==> config.mk <==
export PLATFORM = sky130hd
export DESIGN_NAME = imm_gen_pipe
export DESIGN_NICKNAME = d
export VERILOG_FILES = /design/src/rtl/imm_gen_pipe.sv
export SDC_FILE = /design/constraint.sdc
export NUM_CORES = 1
export LEC_CHECK = 0
export ABC_CLOCK_PERIOD_IN_PS = 2050
export CORE_AREA = 2 2 92 94
export DETAILED_ROUTE_END_ITERATION = 8
export DIE_AREA = 0 0 94 96
export PLACE_DENSITY = 0.73
export SLEW_MARGIN = 20
export SYNTH_ARGS = -nofsm -noshare
export SYNTH_HDL_FRONTEND = slang
export SYNTH_SLANG_ARGS = --single-unit
==> constraint.sdc <==
create_clock -name clk -period 2.05 [get_ports clk]
set_input_delay 0.41 -clock clk [delete_from_list [all_inputs] [get_ports clk]]
set_output_delay 0.41 -clock clk [all_outputs]
set_load 0.05 [all_outputs]
==> src/rtl/imm_gen_pipe.sv <==
// imm_gen_pipe: two-stage valid/ready RISC-V immediate decoder and sign-extender
module imm_gen_pipe #(
  parameter int XLEN  = 32,
  parameter int TAG_W = 8
) (
  input  logic             clk,
  input  logic             rst_n,
  input  logic             flush,
  input  logic             in_valid,
  output logic             in_ready,
  input  logic [31:0]      in_instr,
  input  logic [TAG_W-1:0] in_tag,
  output logic             out_valid,
  input  logic             out_ready,
  output logic [XLEN-1:0]  out_imm,
  output logic [2:0]       out_fmt,
  output logic             out_illegal,
  output logic [TAG_W-1:0] out_tag
);
  localparam logic [2:0] F_R = 3'd0, F_I = 3'd1, F_S = 3'd2, F_B = 3'd3, F_U = 3'd4, F_J = 3'd5, F_X = 3'd7;
  logic             s1_valid_q, s2_valid_q;
  logic [31:0]      s1_instr_q;
  logic [TAG_W-1:0] s1_tag_q, s2_tag_q;
  logic [2:0]       s1_fmt_q, s2_fmt_q, fmt_d;
  logic [XLEN-1:0]  s2_imm_q;
  logic             s2_illegal_q;
  logic [31:0]      imm32_d;
  logic             adv1, adv2, accept;
  assign adv2     = !s2_valid_q || out_ready;
  assign adv1     = !s1_valid_q || adv2;
  assign in_ready = adv1 && !flush;
  assign accept   = in_valid && in_ready;
  // Opcode to format; every listed opcode ends in 2'b11, so other low bits fall to illegal
  always_comb begin
    case (in_instr[6:0])
      7'b0010011, 7'b0000011, 7'b1100111, 7'b1110011, 7'b0001111: fmt_d = F_I;
      7'b0100011: fmt_d = F_S;
      7'b1100011: fmt_d = F_B;
      7'b0110111, 7'b0010111: fmt_d = F_U;
      7'b1101111: fmt_d = F_J;
      7'b0110011: fmt_d = F_R;
      default:    fmt_d = F_X;
    endcase
  end
  // Reassemble the scattered immediate bits of the stage-1 instruction as a 32-bit signed value
  always_comb begin
    case (s1_fmt_q)
      F_I:     imm32_d = {{20{s1_instr_q[31]}}, s1_instr_q[31:20]};
      F_S:     imm32_d = {{20{s1_instr_q[31]}}, s1_instr_q[31:25], s1_instr_q[11:7]};
      F_B:     imm32_d = {{19{s1_instr_q[31]}}, s1_instr_q[31], s1_instr_q[7], s1_instr_q[30:25], s1_instr_q[11:8], 1'b0};
      F_U:     imm32_d = {s1_instr_q[31:12], 12'b0};
      F_J:     imm32_d = {{11{s1_instr_q[31]}}, s1_instr_q[31], s1_instr_q[19:12], s1_instr_q[20], s1_instr_q[30:21], 1'b0};
      default: imm32_d = '0;
    endcase
  end
  // Stage 1: capture instruction, tag and decoded format on accept
  always_ff @(posedge clk or negedge rst_n) begin
    if (!rst_n) begin
      s1_valid_q <= 1'b0;
      s1_instr_q <= '0;
      s1_tag_q   <= '0;
      s1_fmt_q   <= F_R;
    end else begin
      s1_valid_q <= flush ? 1'b0 : (adv1 ? accept : s1_valid_q);
      if (accept) begin
        s1_instr_q <= in_instr;
        s1_tag_q   <= in_tag;
        s1_fmt_q   <= fmt_d;
      end
    end
  end
  // Stage 2: register the extended immediate; data only moves on advance so stalled outputs hold
  always_ff @(posedge clk or negedge rst_n) begin
    if (!rst_n) begin
      s2_valid_q   <= 1'b0;
      s2_imm_q     <= '0;
      s2_fmt_q     <= F_R;
      s2_illegal_q <= 1'b0;
      s2_tag_q     <= '0;
    end else begin
      s2_valid_q <= flush ? 1'b0 : (adv2 ? s1_valid_q : s2_valid_q);
      if (adv2 && s1_valid_q) begin
        s2_imm_q     <= XLEN'($signed(imm32_d));
        s2_fmt_q     <= s1_fmt_q;
        s2_illegal_q <= s1_fmt_q == F_X;
        s2_tag_q     <= s1_tag_q;
      end
    end
  end
  assign out_valid   = s2_valid_q;
  assign out_imm     = s2_imm_q;
  assign out_fmt     = s2_fmt_q;
  assign out_illegal = s2_illegal_q;
  assign out_tag     = s2_tag_q;
endmodule

==> flow_summary.ini <==
[outcome]
status = finished, final reports clean

[synth]
yosys.area.top_type = dfrtp_1
synth_cells = 352
synthesis.area_sq_mm = 0.00352
ys.flop_type = dfrtp_1
synth_top_area_share_pct = 58.3
ys_types = 38
avgSynthCellArea_sq_um = 9.99
synth_edf_count = 0
synthArstFlopShare_pct = 100
syn-num-nets = 397
yosysWarnings = 0
ys_seq_elements = 82
synthTopCellsByArea = dfrtp_1 58%, nand2_1 14%, a22oi_2 3.9%
yosysSeqAreaShare_pct = 58.3

[power_and_ir_drop]
leakage_nw = 2.13
power.density_mw_per_mm2 = 901
ir_drop_v = 0.000361

[sta]
layout_min_cycle_time_ns = 1.96
tns_ns = 0
tightest_slew_ns = 0.583
setup_viol = 0
fin_crit_sh_pct = 95.5
hold_viol_final = 0
fin_worst_skew_ns = 0.0110
relSlewSlack_pct = 61.0
slew_violations = 0
rsz0062_at_grt = no
clock.fmax_mhz = 511

[route]
ant_nets = 0
vias = 2765
drc = 0
firstDrtPassIters = 4
wire_per_inst_um = 14.6
drt-total-wl_um = 8070
vias_per_cell = 5.01
drtIter0Drc = 100

[floorplanning]
dieArea_sq_mm = 0.00902
core-area_sq_mm = 0.00805
die_w_um = 94
die_h_um = 96
rows = 33
start_util_pct = 43.7
pin_count = 91

[clocking]
clkSinkCount = 82
ctsHoldBuffers = 0
cts_tree = done
post_cts_buffers = 0
clock_latency_ns = 0.35
cts_buffers = 9
cts_resized = 0
clkTransAtPathRegs_ns = 0.08
clockRootBuffer = clkbuf_8
cts-htree-levels = 3
cts_buffer_depth = 2

[global_route]
grt_pass1_vias = 2785
grt_usage_pct = 19.5
grt_start_max_net_pins = 48
grt_pass1_wl_um = 13400
antenna_found_initial = 0
overflow = 0

[setup_path]
critPathBufInv = 1
critPathLaunchType = flip-flop
crit_path_max_fanout = 2
worst_setup_path_end_kind = output port
path_class = flip-flop to output port
worstPathCellList = clkdlybuf4s50_1
slowest_stage = clkdlybuf4s50_1
cp_data_required_time_ns = 1.64
worstPathArrival_ns = 1.55
cp_top_family = buffers and inverters
critPathMaxStageDelay_ns = 0.83

[layout]
final_cell_mix = 128 x nand2_1, 88 x clkdlybuf4s50_1, 82 x dfrtp_1
nets = 487
post-route-util_pct = 59.1
final_common_cell = nand2_1
drive_gt1_share_pct = 11.0
n_antenna_cell = 0
fin_cells = 552
syn_to_final_growth_pct = 35.4

[place]
port_buffers = 90
gp_congestion = 0.853
dp_cells = 536
dpl.hpwl_um = 5770

[run]
cap_viol_max_count = 0

[worst_hold_path]
hold_path.class = primary input to asynchronous set/reset pin
[per-stage QoR]
step / power, mW / cell area [sq um] / worst slack (ns) / hold WS (ns)
after floorplan: 2.61 / 3520 / 0.189 / 0.114
after global placement: 3.02 / 4540 / 0.212 / 0.390
after detailed placement: 3.05 / 4540 / 0.164 / 0.400
after CTS: 4.33 / 4760 / 0.0787 / 0.0167
after global routing: 4.50 / 4760 / 0.0488 / 0.0403
final: 4.29 / 4760 / 0.0922 / 0.0107
[power breakdown]
group          leakage, nW  switching, mW  internal [mW]
Combinational        0.980          0.659          0.403
Clock                0.103          0.558          0.720
Sequential            1.04          0.139           1.81
[layout make-up]
type / count / area, sq um
Multi-Input combinational cell: 245 / 1330
Tap cell: 105 / 131
Sequential cell: 82 / 2050
Timing Repair Buffer: 102 / 1020
Clock inverter: 4 / 75.1
Inverter: 2 / 7.51
Clock buffer: 12 / 145
Fill cell: 725 / 3290
[cells in the mapped netlist, drive strengths merged, types with 2 or more instances]
| master | n |
|---|---|
| nor3b | 3 |
| nand2 | 130 |
| nand3 | 3 |
| a22oi | 16 |
| a22o | 6 |
| a31oi | 4 |
| inv | 2 |
| o21ai | 27 |
| clkbuf | 7 |
| mux2 | 13 |
| buf | 16 |
| dfrtp | 82 |
| nand2b | 2 |
| nor2 | 11 |
| a21oi | 13 |
| nor2b | 6 |
[routing by layer]
layer  wire length [um]  GRT usage, %
met5                  0             0
met3                275          3.29
met2               4010          31.9
met1               3600          25.6
met4                192          9.18
[worst paths after layout]
path                       slack, ns        start              to  cells past startpoint
min in group clk                0.47  s1_tag_q[6]     s1_tag_q[6]                      2
max reg2reg                     0.47  s1_fmt_q[2]     out_imm[13]                      4
max in group asynchronous       1.42        rst_n  s1_instr_q[20]                      2
min reg2reg                     0.47  s1_tag_q[6]     s1_tag_q[6]                      2
min                             0.01        rst_n     s1_tag_q[1]                      1
max                             0.09  out_imm[31]     out_imm[31]                      1
[sequential cells by signal, indices dropped and copies added, names as in the netlist]
name,cells
s1_valid_q,1
out_imm,32
out_tag,8
out_valid,1
s1_instr_q,25
out_fmt,3
out_illegal,1
s1_tag_q,8
s1_fmt_q,3
[kinds of logic after synthesis]
logic type / count (synthesis) / synth area share, %
AO/OA/AOI/OAI: 70 / 13.8
XOR/XNOR: 1 / 0.249
buffers and inverters: 25 / 3.98
flip-flops: 82 / 58.3
multiplexers: 13 / 4.27
AND/OR/NAND/NOR: 161 / 19.3
No activity file was read; power rests on OpenSTA's default activity.
